<file path="config.mk">
export PLATFORM = sky130hd
export DESIGN_NAME = fetch_unit_flat
export DESIGN_NICKNAME = d
export VERILOG_FILES = /design/src/rtl/cpu_pkg.sv /design/src/rtl/fetch_unit_if.sv /design/src/rtl/pc_reg.sv /design/src/rtl/fetch_unit.sv /design/src/flat_wrapper.sv
export SDC_FILE = /design/constraint.sdc
export NUM_CORES = 1
export LEC_CHECK = 0
export CAP_MARGIN = 20
export CORE_AREA = 2 2 80 82
export CTS_CLUSTER_SIZE = 12
export DETAILED_ROUTE_END_ITERATION = 10
export DIE_AREA = 0 0 82 84
export GPL_TIMING_DRIVEN = 0
export MAX_ROUTING_LAYER = met4
export PLACE_DENSITY = 0.8
export RECOVER_POWER = 50
export SLEW_MARGIN = 40
export SYNTH_ARGS = -nofsm -noshare
export SYNTH_HDL_FRONTEND = slang
export SYNTH_HIERARCHICAL = 1
export SYNTH_SLANG_ARGS = --single-unit
</file>
<file path="constraint.sdc">
create_clock -name clk -period 2.66 [get_ports clk]
set_clock_uncertainty 0.1 [all_clocks]
set_input_delay 0.665 -clock clk [delete_from_list [all_inputs] [get_ports clk]]
set_output_delay 0.665 -clock clk [all_outputs]
set_load 0.005 [all_outputs]
</file>
<file path="src/rtl/cpu_pkg.sv">
// Shared control-path definitions for the fetch unit.
// Holds the bit positions of the fetch-related fields in the 28-bit
// controller word and the fetch FSM state encoding.
package cpu_pkg;

   // Bit positions inside ctrl_signals
   localparam int unsigned ROMRD  = 0;
   localparam int unsigned ROMCS  = 1;
   localparam int unsigned PCHBUS = 2;
   localparam int unsigned PCLBUS = 3;
   localparam int unsigned PCHCAR = 4;
   localparam int unsigned PCLCAR = 5;
   localparam int unsigned EOI    = 27;

   // Fetch FSM encoding
   typedef logic [1:0] fetch_state_t;
   localparam fetch_state_t ST_FETCH = 2'd0;
   localparam fetch_state_t ST_EXEC  = 2'd1;
   localparam fetch_state_t ST_OPND  = 2'd2;
   localparam fetch_state_t ST_HALT  = 2'd3;

endpackage

</file>
<file path="src/rtl/fetch_unit_if.sv">
// Program ROM read port: level request with address, single-cycle ack with data.
//   rom_addr  fetch -> ROM  address, stable while rom_req=1
//   rom_req   fetch -> ROM  read request (level)
//   rom_ack   ROM -> fetch  data valid this cycle
//   rom_data  ROM -> fetch  read data
interface fetch_unit_if;
   logic [15:0] rom_addr;
   logic        rom_req;
   logic        rom_ack;
   logic [7:0]  rom_data;

   modport master (output rom_addr, output rom_req, input rom_ack, input rom_data);
   modport slave  (input rom_addr, input rom_req, output rom_ack, output rom_data);
endinterface

</file>
<file path="src/rtl/pc_reg.sv">
// 16-bit program counter with independent high/low byte parallel load and
// modulo-2^16 increment. Async active-low reset to RESET_VECTOR.
//   clk, rst_n         clock / async reset
//   ld_hi_i, ld_lo_i   load PC[15:8] / PC[7:0] from din_i
//   inc_i              increment PC (wraps FFFF -> 0000)
//   din_i              byte load data
//   pc_o               current PC
module pc_reg #(
   parameter logic [15:0] RESET_VECTOR = 16'h0000
) (
   input  logic        clk,
   input  logic        rst_n,
   input  logic        ld_hi_i,
   input  logic        ld_lo_i,
   input  logic        inc_i,
   input  logic [7:0]  din_i,
   output logic [15:0] pc_o
);

   logic [15:0] pc_q, pc_d;

   always_comb begin
      pc_d = pc_q;
      if (inc_i)   pc_d = pc_q + 16'd1;
      if (ld_hi_i) pc_d[15:8] = din_i;
      if (ld_lo_i) pc_d[7:0]  = din_i;
   end

   always_ff @(posedge clk or negedge rst_n) begin
      if (!rst_n) pc_q <= RESET_VECTOR;
      else        pc_q <= pc_d;
   end

   assign pc_o = pc_q;

endmodule

</file>
<file path="src/rtl/fetch_unit.sv">
// Program-counter / instruction-fetch side of the control path.
// Fetches opcodes and operands from program ROM, serves the controller's
// ROM/PC strobes (ROMrd, ROMcs, PCHbus, PCLbus, PCHcar, PCLcar, EOI) and
// returns the fetched opcode.
//   clk, rst_n     clock / async active-low reset
//   ctrl_signals   controller word (only fetch-related bits used)
//   bus_in         shared data bus as seen by this block
//   bus_out/bus_oe value and drive enable onto the shared bus
//   rom            ROM read port (master side)
//   instruction    opcode register; instr_valid while a fresh opcode is held
//   pc             program counter
//   fault          sticky ROM timeout / PCHbus+PCLbus conflict
module fetch_unit
   import cpu_pkg::*;
#(
   parameter logic [15:0] RESET_VECTOR = 16'h0000,
   parameter int unsigned MAX_WAIT     = 15
) (
   input  logic                clk,
   input  logic                rst_n,
   input  logic [27:0]         ctrl_signals,
   input  logic [7:0]          bus_in,
   output logic [7:0]          bus_out,
   output logic                bus_oe,
   fetch_unit_if.master        rom,
   output logic [7:0]          instruction,
   output logic                instr_valid,
   output logic [15:0]         pc,
   output logic                fault
);

   localparam logic [7:0] WAIT_LAST = 8'(MAX_WAIT - 1);

   fetch_state_t state_q, state_d;
   logic [7:0]   wait_q, wait_d;
   logic [7:0]   instr_q, instr_d;
   logic         ivalid_q, ivalid_d;
   logic         fault_q, fault_d;
   logic [7:0]   opnd_q, opnd_d;
   logic         opnd_oe_q, opnd_oe_d;
   logic         ld_hi, ld_lo, pc_inc;

   logic rom_rd, rom_cs, pch_bus, pcl_bus, pch_car, pcl_car, eoi;
   logic unused_ctrl;

   assign rom_rd  = ctrl_signals[ROMRD];
   assign rom_cs  = ctrl_signals[ROMCS];
   assign pch_bus = ctrl_signals[PCHBUS];
   assign pcl_bus = ctrl_signals[PCLBUS];
   assign pch_car = ctrl_signals[PCHCAR];
   assign pcl_car = ctrl_signals[PCLCAR];
   assign eoi     = ctrl_signals[EOI];
   assign unused_ctrl = ^ctrl_signals[26:6];

   pc_reg #(.RESET_VECTOR(RESET_VECTOR)) u_pc (
      .clk     (clk),
      .rst_n   (rst_n),
      .ld_hi_i (ld_hi),
      .ld_lo_i (ld_lo),
      .inc_i   (pc_inc),
      .din_i   (bus_in),
      .pc_o    (pc)
   );

   always_comb begin
      state_d   = state_q;
      wait_d    = wait_q;
      instr_d   = instr_q;
      ivalid_d  = ivalid_q;
      fault_d   = fault_q;
      opnd_d    = opnd_q;
      opnd_oe_d = 1'b0;
      ld_hi     = 1'b0;
      ld_lo     = 1'b0;
      pc_inc    = 1'b0;
      bus_out   = '0;
      bus_oe    = 1'b0;

      // Operand captured on the previous edge is presented for exactly one cycle
      if (opnd_oe_q) begin
         bus_out = opnd_q;
         bus_oe  = 1'b1;
      end

      case (state_q)
         ST_FETCH, ST_OPND: begin
            if (rom.rom_ack) begin
               wait_d  = '0;
               pc_inc  = 1'b1;
               state_d = ST_EXEC;
               if (state_q == ST_FETCH) begin
                  instr_d  = rom.rom_data;
                  ivalid_d = 1'b1;
               end else begin
                  opnd_d    = rom.rom_data;
                  opnd_oe_d = 1'b1;
               end
            end else if (wait_q == WAIT_LAST) begin
               fault_d = 1'b1;
               state_d = ST_HALT;
            end else begin
               wait_d = wait_q + 8'd1;
            end
         end
         ST_EXEC: begin
            if (pch_bus && pcl_bus) begin
               fault_d = 1'b1;
               state_d = ST_HALT;
            end else begin
               ld_hi = pch_car;
               ld_lo = pcl_car;
               if (pch_bus) begin
                  bus_out = pc[15:8];
                  bus_oe  = 1'b1;
               end else if (pcl_bus) begin
                  bus_out = pc[7:0];
                  bus_oe  = 1'b1;
               end
               // EOI overrides an operand read requested in the same cycle
               if (eoi) begin
                  state_d  = ST_FETCH;
                  ivalid_d = 1'b0;
               end else if (rom_cs && rom_rd && !pch_car && !pcl_car) begin
                  state_d = ST_OPND;
               end
            end
         end
         default: ;
      endcase
   end

   always_ff @(posedge clk or negedge rst_n) begin
      if (!rst_n) begin
         state_q   <= ST_FETCH;
         wait_q    <= '0;
         instr_q   <= '0;
         ivalid_q  <= 1'b0;
         fault_q   <= 1'b0;
         opnd_q    <= '0;
         opnd_oe_q <= 1'b0;
      end else begin
         state_q   <= state_d;
         wait_q    <= wait_d;
         instr_q   <= instr_d;
         ivalid_q  <= ivalid_d;
         fault_q   <= fault_d;
         opnd_q    <= opnd_d;
         opnd_oe_q <= opnd_oe_d;
      end
   end

   // Request is gated by rst_n so it drops immediately on an async reset
   assign rom.rom_req  = rst_n && ((state_q == ST_FETCH) || (state_q == ST_OPND));
   assign rom.rom_addr = pc;
   assign instruction  = instr_q;
   assign instr_valid  = ivalid_q;
   assign fault        = fault_q;

endmodule

</file>
<file path="src/flat_wrapper.sv">
// flat-port wrapper written by rule: the top's interface ports become plain ports
module fetch_unit_flat import cpu_pkg::*;
#(
   parameter logic [15:0] RESET_VECTOR = 16'h0000,
   parameter int unsigned MAX_WAIT     = 15
)
  (clk, rst_n, ctrl_signals, bus_in, bus_out, bus_oe, instruction, instr_valid, pc, fault, rom_rom_addr, rom_rom_req, rom_rom_ack, rom_rom_data);
  fetch_unit_if rom_i ();
  input  logic clk;
  input  logic rst_n;
  input  logic [27:0] ctrl_signals;
  input  logic [7:0] bus_in;
  output logic [7:0] bus_out;
  output logic bus_oe;
  output logic [7:0] instruction;
  output logic instr_valid;
  output logic [15:0] pc;
  output logic fault;
  output wire logic [$bits(rom_i.rom_addr)-1:0] rom_rom_addr;
  output wire logic [$bits(rom_i.rom_req)-1:0] rom_rom_req;
  input wire logic [$bits(rom_i.rom_ack)-1:0] rom_rom_ack;
  input wire logic [$bits(rom_i.rom_data)-1:0] rom_rom_data;
  assign rom_rom_addr = rom_i.rom_addr;
  assign rom_rom_req = rom_i.rom_req;
  assign rom_i.rom_ack = rom_rom_ack;
  assign rom_i.rom_data = rom_rom_data;
  fetch_unit #(.RESET_VECTOR(RESET_VECTOR), .MAX_WAIT(MAX_WAIT)) u_core (.clk(clk), .rst_n(rst_n), .ctrl_signals(ctrl_signals), .bus_in(bus_in), .bus_out(bus_out), .bus_oe(bus_oe), .rom(rom_i), .instruction(instruction), .instr_valid(instr_valid), .pc(pc), .fault(fault));
endmodule
</file>
Yosys cells after proc, flatten, opt, wreduce, memory -nomap -nowiden
Cells that the tools add are included.

operators by class
  add/subtract/negate cells = 2
  $mul = 0
  div/mod/pow operators = 0
  $lt $le $gt $ge = 0
  equality and inequality tests = 13
  shift operators = 0
  muxes and demuxes = 39
  bitwise logic cells = 1
  reduce and logical (&&, ||, !) cells = 19

operator list
  kind                                                                    count
  8-bit two-way mux                                                       9
  1-bit two-way mux                                                       21
  16-bit by 1-bit adder with 16-bit output (second input constant)        1
  16-bit two-way mux                                                      1
  2-bit two-way mux                                                       5
  2-bit != test (second input constant)                                   5
  3-bit AND reduction                                                     3
  8-bit by 1-bit adder with 8-bit output (second input constant)          1
  8-bit by 4-bit equality test with 1-bit output (second input constant)  1
  2-bit by 1-bit != test with 1-bit output (second input constant)        3
  2-bit nonzero test                                                      3
  1-bit logical AND                                                       5
  5-bit AND reduction                                                     1
  4-bit by 2-bit != test with 1-bit output (second input constant)        1
  1-bit one-hot mux with 2 select lines                                   2
  2-bit one-hot mux with 2 select lines                                   1
  4-bit AND reduction                                                     1
  3-bit by 2-bit != test with 1-bit output (second input constant)        1
  2-bit by 1-bit equality test with 1-bit output (second input constant)  1
  2-bit equality test (second input constant)                             1
  1-bit logical NOT                                                       2
  2-bit logical NOT                                                       1
  2-bit AND reduction                                                     1
  2-bit OR reduction                                                      1
  2 further kinds                                                         2

storage, ports and cells
  register bits after elaboration = 45
  latch bits = 0
  RAM bits = 0
  bits in read-only memories = 0
  input bits = 47
  output and inout port bits = 52
  logic and storage cells = 83
  memories kept = 0

Depth between registers and ports, before layout
  depth in word-level cells = 7
  depth in mapped cells = 9
  depth with buffers taken out = 6

By module
Netlist, hierarchy kept.

by module, submodules not included
  module      times used  cells an instance  area each (um^2)  sequential area each (um^2)
  fetch_unit  1           173                1672.9            725.7
  pc_reg      1           98                 933.4             400.4

Worst setup path after synthesis
No wires, ideal clock.

  path kind = input to output
  start point = in ctrl_signals[3]
  end point = out bus_out[0]
  arrival time = 1656 ps
  data required time = 1895 ps
  setup slack = 239 ps
  cell stages on the path = 6
  path buffers = 2
  path through = clkbuf_1 nand2_1 and2_1 clkbuf_1 a32oi_1 o21ai_0

on the way
  cells in the longest elaborated chain, start to end = 4
  elaborated cells between the ends (all ways) = 5
  classes of those cells = mux: 4; reduce/logical: 1

ends and longest elaborated chain
  element              RTL line            text
  start: declaration   flat_wrapper.sv:11  input logic [27:0] ctrl_signals;
  8-bit two-way mux    fetch_unit.sv:115   end else if (pcl_bus) begin
  8-bit two-way mux    fetch_unit.sv:112   if (pch_bus) begin
  8-bit two-way mux *  fetch_unit.sv:106   if (pch_bus && pcl_bus) begin
  8-bit two-way mux *  fetch_unit.sv:85    case (state_q)
  end: declaration     flat_wrapper.sv:13  output logic [7:0] bus_out;

Mark *: on every way between the ends. The rest lies on a longest branch, timed or not.

Final worst setup path
  start point = in ctrl_signals[3]
  end point = out bus_out[3]

Same word-level chain as after synthesis.

==> impl_metrics.env <==
export IMPL_drc=0
export IMPL_ys_types=41
export IMPL_hold_viol=0
export IMPL_cts_sinks=45
export IMPL_synth_area_um2=2610
export IMPL_worstPathRequired_ns=1.89
export IMPL_grt_pass1_vias=2256
export IMPL_die_w_um=82
export IMPL_async_flop_share_pct=100
export IMPL_yosys_register_bits=45
export IMPL_dpl_cell_area_um2=3470
export IMPL_root_buffer="clkbuf_8"
export IMPL_cts_tree="built"
export IMPL_grt_pass1_wl_um=11100
export IMPL_cts_buffers=5
export IMPL_port_buffers=75
export IMPL_row_count=29
export IMPL_max_slew_worst_pin_slew_ns=1.38
export IMPL_final_cell_mix="clkdlybuf4s50_1 (54), dfrtp_1 (44), nand2_1 (35), buf_4 (21), mux2_2 (18)"
export IMPL_design_core_area_um2=6100
export IMPL_ctsLongestPathBuffers=2
export IMPL_vias_per_cell=5.51
export IMPL_start_kind="primary input"
export IMPL_syn_area_per_cell_um2=9.62
export IMPL_slowest_stage="dlygate4sd2_1"
export IMPL_layout_commonest_cell="clkdlybuf4s50_1"
export IMPL_critical_path_peak_fanout=10
export IMPL_nNetsFinal=404
export IMPL_ir_drop_uv=318
export IMPL_min_period_over_period_pct=96.5
export IMPL_grt_max_degree=28
export IMPL_place_gp_congestion=0.907
export IMPL_cp_arrival_ns=1.80
export IMPL_worstSkewPairLatency_ns=0.30
export IMPL_critPathCaptureType="output port"
export IMPL_finalCriticalPeriod_ns=2.57
export IMPL_htree_num_levels=2
export IMPL_finalPower_w=0.00171
export IMPL_synth_warnings=6
export IMPL_cpPeakStageDelay_ns=0.29
export IMPL_finalCoreUtilization_pct=58.9
export IMPL_grt_use_total_pct=21.4
export IMPL_grt_overflow_total=0
export IMPL_status="complete, no violations"
export IMPL_holdCritPathClass="in -> async"
export IMPL_antenna_found_initial=0
export IMPL_top_level_ports=99
export IMPL_hpwl_um=5090
export IMPL_wl_per_cell_um=15.7
export IMPL_die_y_um=84
export IMPL_worstSetupPathType="in -> out"
export IMPL_stdcell_area_um2=3590
export IMPL_syn_instance_count=271
export IMPL_maxSlewHeadroom_pct=7.70
export IMPL_synthTopCellsByArea="dfrtp_1 (43%), mux2_2 (7.8%), nand2_1 (5.2%)"
export IMPL_path_clk_slew_ns=0.08
export IMPL_cap_viol_max_count=0
export IMPL_antenna_cells=0
export IMPL_setup_viol_count_final=0
export IMPL_syn_nets=321
export IMPL_syn_to_final_growth_pct=37.7
export IMPL_drive_gt1_share_pct=19.0
export IMPL_synth_top_area_cell="dfrtp_1"
export IMPL_leakage_nw=1.53
export IMPL_die_area_um2=6890
export IMPL_initial_core_util_pct=42.8
export IMPL_cts_hold_buf=0
export IMPL_ys_flop_type="dfrtp_1"
export IMPL_firstDrtPassIters=4
export IMPL_routed_wl_um=6760
export IMPL_fmax_ghz=0.390
export IMPL_via_count=2371
export IMPL_ant_nets=0
export IMPL_ys_seq_area_share_pct=43.2
export IMPL_crit_chain="buf_4 > nand2_4 > and2_4 > clkbuf_8 > a32oi_1 > o21ai_1 > dlygate4sd2_1"
export IMPL_hold_ws_ns=0.127
export IMPL_rsz0062_at_grt="no"
export IMPL_slew_violations=0
export IMPL_power_density_nw_per_um2=477
export IMPL_synth_edf_count=0
export IMPL_yosysTopAreaCellShare_pct=43.2
export IMPL_finalSetupTns_ns=0
export IMPL_drtIter0Drc=171
-- per-layer routing --
metal	wire length, um	track usage [%]	share of wire, %	vias up
li1	-	-	-	1122
met1	3010	29.5	45	1151
met2	3210	30.4	48	90
met3	406	4.55	6.0	8
met4	123	8.79	1.8	0
met5	0	-	0	-
-- cell families after synthesis --
| kind of cell | after synthesis | synth area share (%) |
|---|---|---|
| xor gates and xnor gates | 15 | 5.04 |
| AOI/OAI and AO/OA | 58 | 14.0 |
| DFF | 45 | 43.2 |
| adders and majority gates | 3 | 1.44 |
| muxes | 21 | 8.93 |
| and+or+nand+nor | 93 | 19.4 |
| buffers and inverters | 36 | 7.97 |
-- area by class of cell --
type | instances | area [um2]
plain buffers | 27 | 203
clock buffers | 5 | 68.8
clock inverters | 1 | 5.00
fillers | 552 | 2510
inverters | 8 | 30.0
multi-input cells | 190 | 1310
flip-flops and latches | 45 | 1130
well taps | 77 | 96.3
repair buffers | 77 | 752
-- worst max-delay path: cells and delay by family --
family / cells / cell delay (ns)
AOI/OAI and AO/OA: 2 / 0.30
and+or+nand+nor: 2 / 0.24
buffers and inverters: 3 / 0.60
-- sequential cells by signal, summed over array words and instances (netlist names) --
signal	cells
u_core/instruction	8
u_core/u_pc/pc_o	16
u_core/wait_q	8
u_core/state_q	2
u_core/instr_valid	1
u_core/fault	1
u_core/opnd_oe_q	1
u_core/opnd_q	8
-- where the power goes --
group,switching (W),internal [W]
registers,0.000131,0.000764
clock network,0.000221,0.000173
logic,0.000142,0.000282
-- repair_timing --
action	CTS	global route
hold endpoints to repair	0	0
pin swaps	5	0
gates resized for setup	32	7
endpoints found under the setup margin	9	9
setup buffers	1	0
-- worst paths after layout --
kind                            cells past startpoint                                to                           from  slack [ns]
worst max-delay path                                7                        bus_out[3]                ctrl_signals[3]        0.09
worst min-delay path                                1   u_core/u_pc/pc_o[8]$_DFFE_PN0P_                          rst_n        0.13
worst max register to register                      9  u_core/u_pc/pc_o[12]$_DFFE_PN0P_  u_core/state_q[0]$_DFFE_PN0P_        0.38
worst min register to register                      1          u_core/fault$_DFFE_PN0P_       u_core/fault$_DFFE_PN0P_        0.37
max in group asynchronous                           2     u_core/state_q[1]$_DFFE_PN0P_                          rst_n        0.68
min in group clk                                    1          u_core/fault$_DFFE_PN0P_       u_core/fault$_DFFE_PN0P_        0.37
-- cell usage after synthesis, types with 2 or more instances --
| library cell | instances |
|---|---|
| and3_1 | 4 |
| ha_1 | 3 |
| or4_1 | 2 |
| a31oi_1 | 9 |
| o21ai_0 | 21 |
| mux2_2 | 18 |
| xnor2_1 | 8 |
| inv_1 | 8 |
| clkbuf_1 | 9 |
| nand3_1 | 9 |
| mux2i_1 | 3 |
| or3_1 | 2 |
| nand2_1 | 36 |
| nor2_1 | 12 |
| dfrtp_1 | 45 |
| a21oi_1 | 2 |
| o21ai_1 | 7 |
| nor2b_1 | 4 |
| xor2_1 | 7 |
| a21o_1 | 3 |
| a32oi_1 | 8 |
| buf_4 | 17 |
| nand4_1 | 6 |
| nor3_1 | 5 |
| nor4_2 | 6 |
| o211ai_1 | 2 |
-- metrics by stage --
| step | setup WS (ns) | std cells |
|---|---|---|
| CTS | 0.0318 | 431 |
| detailed placement | -0.614 | 424 |
| floorplan | 0.239 | 271 |
| global placement | -1.48 | 423 |
| finish | 0.0928 | 430 |
| global route | 0.0209 | 430 |
No activity file was read; power rests on OpenSTA's default activity.
